--- src/rtl/muldiv_seq_if.sv ---
// Request/response bundle between decode (master) and the multiply/divide sequencer (slave).
// The div0 signal exists only when MULDIV_DIV0_FLAG_EN is defined.
interface muldiv_seq_if #(
    parameter int WIDTH = 32
);
    logic             op_valid;
    logic [2:0]       op;
    logic [WIDTH-1:0] op1;
    logic [WIDTH-1:0] op2;
    logic             kill;
    logic             stall;
    logic             busy;
    logic [WIDTH-1:0] rdata;
`ifdef MULDIV_DIV0_FLAG_EN
    logic             div0;
`endif

    modport master (
        output op_valid, op, op1, op2, kill,
`ifdef MULDIV_DIV0_FLAG_EN
        input  div0,
`endif
        input  stall, busy, rdata
    );

    modport slave (
        input  op_valid, op, op1, op2, kill,
`ifdef MULDIV_DIV0_FLAG_EN
        output div0,
`endif
        output stall, busy, rdata
    );
endinterface

--- src/rtl/muldiv_seq.sv ---
// Iterative radix-2 multiply/divide unit owning HI/LO; one shift-add or restoring step per cycle.
// Optional divide-by-zero pulse output bus.div0 when MULDIV_DIV0_FLAG_EN is defined.
module muldiv_seq #(
    parameter int WIDTH = 32
) (
    input  logic           clk,
    input  logic           rst,
    muldiv_seq_if.slave    bus
);
    localparam int CW = $clog2(WIDTH);

    typedef enum logic [1:0] {S_IDLE, S_RUN, S_FIX} state_t;

    state_t             r_state;
    state_t             w_state_next;
    logic [CW-1:0]      r_count;
    logic               r_busy;
    logic               r_is_div;
    logic               r_neg_q;
    logic               r_neg_r;
    logic               r_div0;
    logic [WIDTH-1:0]   r_hi;
    logic [WIDTH-1:0]   r_lo;
    logic [WIDTH-1:0]   r_raw;
    logic [WIDTH-1:0]   r_b;
    logic [2*WIDTH-1:0] r_acc;

    logic               w_stall;
    logic               w_accept;
    logic               w_start;
    logic               w_s1;
    logic               w_s2;
    logic [WIDTH-1:0]   w_abs1;
    logic [WIDTH-1:0]   w_abs2;
    logic [WIDTH:0]     w_mul_sum;
    logic [2*WIDTH-1:0] w_mul_step;
    logic [WIDTH:0]     w_rem_sh;
    logic [WIDTH-1:0]   w_diff;
    logic               w_ge;
    logic [2*WIDTH-1:0] w_div_step;
    logic [2*WIDTH-1:0] w_prod;
    logic [WIDTH-1:0]   w_quo;
    logic [WIDTH-1:0]   w_rem;
    logic [WIDTH-1:0]   w_rdata;

    assign w_stall  = ~rst & bus.op_valid & (r_state != S_IDLE);
    assign w_accept = bus.op_valid & ~w_stall & ~bus.kill;
    assign w_start  = w_accept & ~bus.op[2];

    // op[0]==0 selects the signed variants (MULT, DIV)
    assign w_s1   = ~bus.op[0] & bus.op1[WIDTH-1];
    assign w_s2   = ~bus.op[0] & bus.op2[WIDTH-1];
    assign w_abs1 = w_s1 ? -bus.op1 : bus.op1;
    assign w_abs2 = w_s2 ? -bus.op2 : bus.op2;

    assign w_mul_sum  = {1'b0, r_acc[2*WIDTH-1:WIDTH]} + (r_acc[0] ? {1'b0, r_b} : '0);
    assign w_mul_step = {w_mul_sum, r_acc[WIDTH-1:1]};

    // Partial remainder stays below the divisor, so the difference always fits in WIDTH bits
    assign w_rem_sh   = r_acc[2*WIDTH-1:WIDTH-1];
    assign w_ge       = (w_rem_sh >= {1'b0, r_b});
    assign w_diff     = w_rem_sh[WIDTH-1:0] - r_b;
    assign w_div_step = {(w_ge ? w_diff : w_rem_sh[WIDTH-1:0]), r_acc[WIDTH-2:0], w_ge};

    assign w_prod = r_neg_q ? -r_acc : r_acc;
    assign w_quo  = r_neg_q ? -r_acc[WIDTH-1:0] : r_acc[WIDTH-1:0];
    assign w_rem  = r_neg_r ? -r_acc[2*WIDTH-1:WIDTH] : r_acc[2*WIDTH-1:WIDTH];

    always_ff @(posedge clk) begin
        if (rst) begin
            r_state <= S_IDLE;
        end else begin
            r_state <= w_state_next;
        end
    end

    always_comb begin
        w_state_next = r_state;
        if (bus.kill) begin
            w_state_next = S_IDLE;
        end else begin
            case (r_state)
                S_IDLE:  if (w_start) w_state_next = S_RUN;
                S_RUN:   if (r_count == CW'(WIDTH-1)) w_state_next = S_FIX;
                S_FIX:   w_state_next = S_IDLE;
                default: w_state_next = S_IDLE;
            endcase
        end
    end

    always_ff @(posedge clk) begin
        if (rst) begin
            r_count  <= '0;
            r_busy   <= 1'b0;
            r_is_div <= 1'b0;
            r_neg_q  <= 1'b0;
            r_neg_r  <= 1'b0;
            r_div0   <= 1'b0;
            r_hi     <= '0;
            r_lo     <= '0;
            r_raw    <= '0;
            r_b      <= '0;
            r_acc    <= '0;
        end else begin
            r_busy <= (w_state_next != S_IDLE);
            if (bus.kill) begin
                r_count <= '0;
            end else if (w_start) begin
                r_count  <= '0;
                r_is_div <= bus.op[1];
                r_neg_q  <= w_s1 ^ w_s2;
                r_neg_r  <= w_s1;
                r_div0   <= (bus.op2 == '0);
                r_raw    <= bus.op1;
                r_b      <= bus.op[1] ? w_abs2 : w_abs1;
                r_acc    <= {{WIDTH{1'b0}}, (bus.op[1] ? w_abs1 : w_abs2)};
            end else if (r_state == S_RUN) begin
                r_count <= r_count + 1'b1;
                r_acc   <= r_is_div ? w_div_step : w_mul_step;
            end

            if (r_state == S_FIX && !bus.kill) begin
                if (!r_is_div) begin
                    r_hi <= w_prod[2*WIDTH-1:WIDTH];
                    r_lo <= w_prod[WIDTH-1:0];
                end else if (r_div0) begin
                    r_hi <= r_raw;
                    r_lo <= '1;
                end else begin
                    r_hi <= w_rem;
                    r_lo <= w_quo;
                end
            end else if (w_accept && bus.op == 3'b110) begin
                r_hi <= bus.op1;
            end else if (w_accept && bus.op == 3'b111) begin
                r_lo <= bus.op1;
            end
        end
    end

    always_comb begin
        w_rdata = '0;
        if (!rst && bus.op_valid && r_state == S_IDLE) begin
            if (bus.op == 3'b100) w_rdata = r_hi;
            if (bus.op == 3'b101) w_rdata = r_lo;
        end
    end

    assign bus.stall = w_stall;
    assign bus.busy  = r_busy;
    assign bus.rdata = w_rdata;

`ifdef MULDIV_DIV0_FLAG_EN
    logic r_div0_flag;

    always_ff @(posedge clk) begin
        if (rst) begin
            r_div0_flag <= 1'b0;
        end else begin
            r_div0_flag <= (r_state == S_FIX) & ~bus.kill & r_is_div & r_div0;
        end
    end

    assign bus.div0 = r_div0_flag;
`endif
endmodule

--- src/flat_wrapper.sv ---
// flat-port wrapper written by rule: the top's interface ports become plain ports
module muldiv_seq_flat 
#(
    parameter int WIDTH = 32
)
  (clk, rst, bus_op_valid, bus_op, bus_op1, bus_op2, bus_kill, bus_stall, bus_busy, bus_rdata);
  muldiv_seq_if #(.WIDTH(WIDTH)) bus_i ();
  input  logic clk;
  input  logic rst;
  input wire logic [$bits(bus_i.op_valid)-1:0] bus_op_valid;
  input wire logic [$bits(bus_i.op)-1:0] bus_op;
  input wire logic [$bits(bus_i.op1)-1:0] bus_op1;
  input wire logic [$bits(bus_i.op2)-1:0] bus_op2;
  input wire logic [$bits(bus_i.kill)-1:0] bus_kill;
  output wire logic [$bits(bus_i.stall)-1:0] bus_stall;
  output wire logic [$bits(bus_i.busy)-1:0] bus_busy;
  output wire logic [$bits(bus_i.rdata)-1:0] bus_rdata;
  assign bus_i.op_valid = bus_op_valid;
  assign bus_i.op = bus_op;
  assign bus_i.op1 = bus_op1;
  assign bus_i.op2 = bus_op2;
  assign bus_i.kill = bus_kill;
  assign bus_stall = bus_i.stall;
  assign bus_busy = bus_i.busy;
  assign bus_rdata = bus_i.rdata;
  muldiv_seq #(.WIDTH(WIDTH)) u_core (.clk(clk), .rst(rst), .bus(bus_i));
endmodule
--- config.mk ---
export PLATFORM = sky130hd
export DESIGN_NAME = muldiv_seq_flat
export DESIGN_NICKNAME = d
export VERILOG_FILES = /design/src/rtl/muldiv_seq_if.sv /design/src/rtl/muldiv_seq.sv /design/src/flat_wrapper.sv
export SDC_FILE = /design/constraint.sdc
export NUM_CORES = 1
export LEC_CHECK = 0
export CORE_MARGIN = 3
export CORE_UTILIZATION = 50
export DETAILED_ROUTE_END_ITERATION = 12
export HOLD_SLACK_MARGIN = 0.06
export PLACE_DENSITY = 0.73
export SYNTH_ARGS = -nofsm -noshare
export SYNTH_HDL_FRONTEND = slang
export SYNTH_SLANG_ARGS = --single-unit
--- constraint.sdc ---
create_clock -name clk -period 7.6 [get_ports clk]
set_input_delay 1.52 -clock clk [delete_from_list [all_inputs] [get_ports clk]]
set_output_delay 1.52 -clock clk [all_outputs]
set_load 0.005 [all_outputs]
==> impl_metrics.json, run 1 <==
{
  "ys_seq_area_share_pct": 23.8,
  "synth_ff_type": "dfxtp_1",
  "fmax_ghz": 0.169,
  "cts_sinks": 204,
  "synth-edff-count": 0,
  "drtAntennaViolNets": 0,
  "ctsResizeCount": 0,
  "synth_nets": 2464,
  "grt_max_degree": 85,
  "arrival_ps": 4390,
  "row_count": 67,
  "crit_path_start": "bus_op[0]",
  "ioPinCount": 105,
  "powerDensity_mw_per_mm2": 159,
  "ys_ff_latch": 204,
  "tightest_slew_ps": 1210,
  "fin_nets": 2426,
  "cts.htree.levels": 1,
  "grt_first_pass_wirelength_um": 97300,
  "final_util_pct": 56.6,
  "hold_start": "u_core.r_b[13]$_SDFFE_PP0P_",
  "cts_buffers": 25,
  "drc": 0,
  "finalCritPeriodShare_pct": 77.7,
  "num_vias": 18100,
  "pwr-share-seq_pct": 37.5,
  "power_uw": 3030,
  "end_kind": "primary output",
  "p_comb_share_pct": 22.4,
  "switching_power_uw": 973,
  "first_pass_iters": 8,
  "via_per_inst": 6.58,
  "fin_skew_ps": 20.0,
  "grt_overflow": 0,
  "wl_per_cell_um": 23.5,
  "r2r_start": "u_core.r_acc[41]$_SDFFE_PP0P_",
  "dp_cells": 2704,
  "clk_pin_slew_ps": 60,
  "place_congestion": 0.994,
  "cp.required_ps": 6080,
  "dr.first_iter.drc_count": 2329,
  "io_buffers": 104,
  "hold_buffers": 0,
  "antenna_cells": 0,
  "worst_r2r_path_depth": 10,
  "path_class": "primary input to primary output",
  "status": "finished clean",
  "syn-cell-area_mm2": 0.0171,
  "hold_depth": 2,
  "ys_types": 77,
  "postCtsSetupRepairBufs": 0,
  "critPathLaunchType": "primary input",
  "grt_pass1_vias": 16400,
  "grt_use_total_pct": 33.9,
  "start_util_pct": 51.0,
  "cp_max_fo": 32,
  "antenna_found_initial": 0,
  "syn-instance-count": 2321,
  "clock_power_share_pct": 40.2,
  "post_dp_cell_area_mm2": 0.0182,
  "hpwl_um": 47300,
  "slew_headroom_pct": 19.5,
  "clk_latency_ps": 540,
  "root_buffer": "clkbuf_16",
  "cts_tree": "yes",
  "final_max_slew_viol_count": 0,
  "period_needed_ps": 5910,
  "hold_path.class": "flip-flop to flip-flop",
  "finalSetupViolCount": 0,
  "die_x_um": 191,
  "switching_share_pct": 32.2,
  "final_area_mm2": 0.0190,
  "postSynth.asyncResetShare_pct": 0,
  "dieArea_mm2": 0.0365,
  "p_leak_uw": 0.00733,
  "syn_area_per_cell_um2": 7.38,
  "fin_setup_tns_ps": 0,
  "intPower_uw": 2050,
  "vdd_drop_max_uv": 145,
  "yosys_warnings": 0,
  "drt_wl_total_um": 64500,
  "cts_buffer_depth": 3,
  "area_delta_synth_final_pct": 11.1,
  "rsz0062_at_grt": "false",
  "drive_gt1_share_pct": 5.22,
  "final_hold_viol_count": 0,
  "final_cell_count_no_fill": 2749,
  "maxCapViolCount": 0,
  "core-area_mm2": 0.0336,
  "die_h_um": 191
}
[metal layers]
| metal | part of all wire [%] | wire, um | GRT usage, % | vias to the layer above |
|---|---|---|---|---|
| met4 | 5.0 | 3200 | 13.9 | 0 |
| met1 | 41 | 26600 | 47.0 | 8616 |
| met2 | 43 | 27600 | 51.5 | 982 |
| met3 | 11 | 7030 | 6.57 | 180 |
| li1 | - | - | - | 8309 |
| met5 | 0 | 0 | 0 | - |
[synth_stat cells, types with 25 or more instances]
| cell | n | area share (%) |
|---|---|---|
| nand2_1 | 268 | 5.9 |
| nor2_1 | 229 | 5.0 |
| dfxtp_1 | 204 | 24 |
| a21oi_1 | 192 | 5.6 |
| clkbuf_1 | 172 | 3.8 |
| o21ai_0 | 158 | 4.6 |
| mux2i_1 | 136 | 7.9 |
| xor2_1 | 112 | 5.7 |
| xnor2_1 | 85 | 4.3 |
| inv_1 | 71 | 1.6 |
| ha_1 | 70 | 5.1 |
| a22oi_1 | 50 | 2.2 |
| nor3_1 | 44 | 1.3 |
| a221oi_1 | 39 | 2.0 |
| a211oi_1 | 36 | 1.6 |
| nand3_1 | 35 | 1.0 |
| nor4_1 | 29 | 1.1 |
| a21o_1 | 27 | 1.2 |
| o211ai_1 | 26 | 1.1 |
| o31ai_1 | 25 | 1.1 |
[cell type report]
cell class	instances	area, um^2
Clock inverter	10	115
Fill cell	3161	14600
Clock buffer	35	703
Multi-Input combinational cell	1849	12100
Timing Repair Buffer	132	1240
Tap cell	448	561
Inverter	71	267
Sequential cell	204	4090
[state kept, by name, indices dropped and copies added (netlist names)]
name / cells
u_core.r_hi: 32
u_core.r_lo: 32
u_core.r_raw: 32
u_core.r_acc: 64
u_core.r_state: 2
u_core.r_neg_q: 1
u_core.r_is_div: 1
u_core.r_neg_r: 1
u_core.r_div0: 1
u_core.r_count: 5
u_core.r_b: 32
u_core.bus.busy: 1
[cells by family (layout without fill, tap and decap cells)]
| kind of cell | after synthesis | after routing | synth area share, % |
|---|---|---|---|
| and+or+nand+nor | 730 | 730 | 19.5 |
| AOI/OAI and AO/OA | 702 | 702 | 26.5 |
| buffers and inverters | 268 | 248 | 6.07 |
| DFF | 204 | 204 | 23.8 |
| xor gates and xnor gates | 197 | 197 | 10.1 |
| muxes | 148 | 148 | 8.73 |
| adders and majority gates | 72 | 72 | 5.35 |
[worst max-delay path, cell delays in order]
cell,delay [ps]
clkdlybuf4s50_1,840
and3_1,1060
a22oi_1,250
nor2_1,160
clkdlybuf4s50_1,530
[through the flow]
stage,worst slack [ps],hold slack (ps)
3_3_place_gp,1990,440
3_5_place_dp,1780,446
4_1_cts,1780,454
5_1_grt,1560,478
6_report,1690,456
2_1_floorplan,3460,431
[cells in the final DEF (no fill, tap or decap), types with 12 or more instances in the layout]
cell and count:
a211oi_1 36, a21o_1 27, a21oi_1 191, a221o_1 17, a221oi_1 39, a22oi_1 50, a31oi_1 18, buf_4 29
clkbuf_16 25, clkdlybuf4s50_1 102, dfxtp_1 201, ha_1 70, inv_1 71, mux2_2 12, mux2i_1 136, nand2_1 266
nand2b_1 14, nand3_1 35, nand4_1 18, nor2_1 225, nor2b_1 17, nor3_1 43, nor4_1 29, o211ai_1 26
o21ai_0 158, o21bai_1 12, o221ai_1 12, o22ai_1 17, o31ai_1 25, o41ai_1 14, or3_1 16, xnor2_1 85
xor2_1 112
[power by group through the flow]
stage | combinational, uW | sequential (uW) | clock [uW]
2_1_floorplan | 442 | 1140 | 0
3_3_place_gp | 646 | 1150 | 0
3_5_place_dp | 653 | 1150 | 0
4_1_cts | 656 | 1130 | 1220
5_1_grt | 721 | 1130 | 1260
6_report | 677 | 1130 | 1220
[path summary, 6_finish.rpt]
check | endpoint | slack (ps)
max | bus_rdata[20] | 1690
min | u_core.r_b[13]$_SDFFE_PP0P_ | 460
max reg2reg | u_core.r_acc[41]$_SDFFE_PP0P_ | 3200
min reg2reg | u_core.r_b[13]$_SDFFE_PP0P_ | 460
Power figures use the tool's default switching activity.
==> run 2, diff against run 1 <==
clock period = 5.55 ns   (was 7.6 ns; I/O delays follow)
==> impl_metrics.json, run 2 (same netlist as run 1, synthesis figures left out) <==
{
  "status": "finished clean",
  "hold_buffers": 0,
  "layout_common_cells": "nand2_1, nor2_1, dfxtp_1, a21oi_1, o21ai_0",
  "place_congestion": 0.979,
  "rsz0062_at_grt": "false",
  "final_common_cell": "nand2_1",
  "final_area_mm2": 0.0192,
  "drive_gt1_share_pct": 5.84,
  "die_h_um": 191,
  "cp.required_ps": 4440,
  "drc": 0,
  "clock_power_share_pct": 43.1,
  "cts_buffers": 26,
  "crit_path_start": "bus_op[2]",
  "rr_endpoint": "u_core.r_acc[42]$_SDFFE_PP0P_",
  "pwr-share-seq_pct": 35.9,
  "p_leak_uw": 0.00746,
  "grt_pass1_vias": 16400,
  "cp_slowest_stage_delay_ps": 660,
  "intPower_uw": 2980,
  "finalCritPeriodShare_pct": 78.4,
  "clk_pin_slew_ps": 60,
  "worst_r2r_path_depth": 11,
  "end_kind": "primary output",
  "cpLargestDelayFamily": "buffers and inverters",
  "core-area_mm2": 0.0336,
  "drt_wl_total_um": 64600,
  "clk_latency_ps": 560,
  "row_count": 67,
  "root_buffer": "clkbuf_16",
  "final_hold_viol_count": 0,
  "r2r_slack_ps": 1300,
  "switching_power_uw": 1360,
  "num_vias": 18100,
  "vdd_drop_max_uv": 211,
  "worst_path_max_delay_cell": "clkdlybuf4s50_1",
  "grt_use_total_pct": 33.9,
  "via_per_inst": 6.56,
  "die_x_um": 191,
  "grt_first_pass_wirelength_um": 97200,
  "postCtsSetupRepairBufs": 0,
  "drtAntennaViolNets": 0,
  "start_util_pct": 51.0,
  "cts_sinks": 204,
  "finalSetupViolCount": 0,
  "antenna_cells": 0,
  "area_delta_synth_final_pct": 12.2,
  "fin_setup_tns_ps": 0,
  "io_buffers": 104,
  "wl_per_cell_um": 23.4,
  "period_needed_ps": 4350,
  "arrival_ps": 3240,
  "maxCapViolCount": 0,
  "r2r_start": "u_core.r_acc[41]$_SDFFE_PP0P_",
  "grt_max_degree": 85,
  "grt_overflow": 0,
  "ioPinCount": 105,
  "cts_buffer_depth": 3,
  "first_pass_iters": 5,
  "antenna_found_initial": 0,
  "path_class": "primary input to primary output",
  "fmax_ghz": 0.230,
  "critPathLaunchType": "primary input",
  "dieArea_mm2": 0.0365,
  "slew_headroom_pct": 13.6,
  "hold_slack_ps": 455,
  "fin_skew_ps": 28.3,
  "switching_share_pct": 31.3,
  "tightest_slew_ps": 1300,
  "cts_tree": "yes",
  "dr.first_iter.drc_count": 2323,
  "hold_path.class": "flip-flop to flip-flop",
  "final_max_slew_viol_count": 0,
  "fin_nets": 2437,
  "post_dp_cell_area_mm2": 0.0183,
  "p_comb_share_pct": 21.0,
  "hpwl_um": 47500,
  "powerDensity_mw_per_mm2": 226,
  "largest_reg_flops": 64,
  "cp_max_fo": 32,
  "cts.htree.levels": 1,
  "path_cells": "clkdlybuf4s50_1 > nor3b_2 > buf_4 > a22oi_1 > nor2_1 > clkdlybuf4s50_1",
  "crit_buf_inv": 3,
  "regMostFlops": "u_core.r_acc",
  "crit_cells": 6,
  "ctsResizeCount": 0,
  "cp-endpoint": "bus_rdata[24]",
  "path_common_cell": "clkdlybuf4s50_1"
}
run 2: cell types whose count changed in the layout (fill, tap and decap cells not counted), sizes merged:
| cell | before | now |
|---|---|---|
| buf | 30 | 40 |
| bufinv | 2 | 4 |
| clkbuf | 35 | 36 |
| clkinv | 4 | 5 |
| clkinvlp | 3 | 0 |
| inv | 72 | 73 |
run 2: cell type report:
class                           count  area, um^2
Clock buffer                       36         758
Clock inverter                     11         178
Fill cell                        3186       14400
Inverter                           71         267
Multi-Input combinational cell   1849       12100
Sequential cell                   204        4090
Tap cell                          448         561
Timing Repair Buffer              142        1320
run 2: worst min path at each step:
stage / depth (start not counted) / endpoint / startpoint
after global routing: 2 / u_core.r_b[22]$_SDFFE_PP0P_ / u_core.r_b[22]$_SDFFE_PP0P_
final: 2 / u_core.r_b[22]$_SDFFE_PP0P_ / u_core.r_b[22]$_SDFFE_PP0P_
after CTS: 2 / u_core.r_b[22]$_SDFFE_PP0P_ / u_core.r_b[22]$_SDFFE_PP0P_
after floorplan: 2 / u_core.r_raw[24]$_SDFFE_PP0P_ / u_core.r_raw[24]$_SDFFE_PP0P_
after global placement: 2 / u_core.r_b[26]$_SDFFE_PP0P_ / u_core.r_b[26]$_SDFFE_PP0P_
after detailed placement: 2 / u_core.r_raw[24]$_SDFFE_PP0P_ / u_core.r_raw[24]$_SDFFE_PP0P_
run 2: power groups by stage:
stage               sequential [uW]  clock, uW  combinational [uW]
CTS                            1550       1880                 888
finish                         1560       1870                 912
floorplan                      1560          0                 606
detailed placement             1590          0                 882
global route                   1560       1930                 969
global placement               1580          0                 875
run 2: metal layers:
metal / global-route usage (%) / routed length, um / up-vias
met3: 5.87 / 7090 / 182
met1: 47.7 / 27000 / 8555
met2: 50.9 / 27200 / 1046
met4: 14.5 / 3330 / 0
met5: 0 / 0 / -
li1: - / - / 8319
run 2: worst reg2reg max path, delay by kind of cell, from the launching register on:
| kind | cells | cell delay (ps) |
|---|---|---|
| adder cells (fa/ha/maj) | 1 | 430 |
| buffers and inverters | 1 | 320 |
| flip-flops | 1 | 760 |
| AO/OA/AOI/OAI | 5 | 1330 |
| multiplexers | 1 | 210 |
| AND/OR/NAND/NOR | 3 | 1100 |
run 2: per-stage QoR:
step                      utilization [%]  total power, uW  std cells  worst slack (ps)
after global placement               54.4             2460       2714              1080
after floorplan                         -             2160       2321              2100
final                                57.2             4340       2761              1200
after CTS                            57.2             4320       2761              1240
after global routing                 57.2             4460       2761              1050
after detailed placement             54.4             2470       2714               943
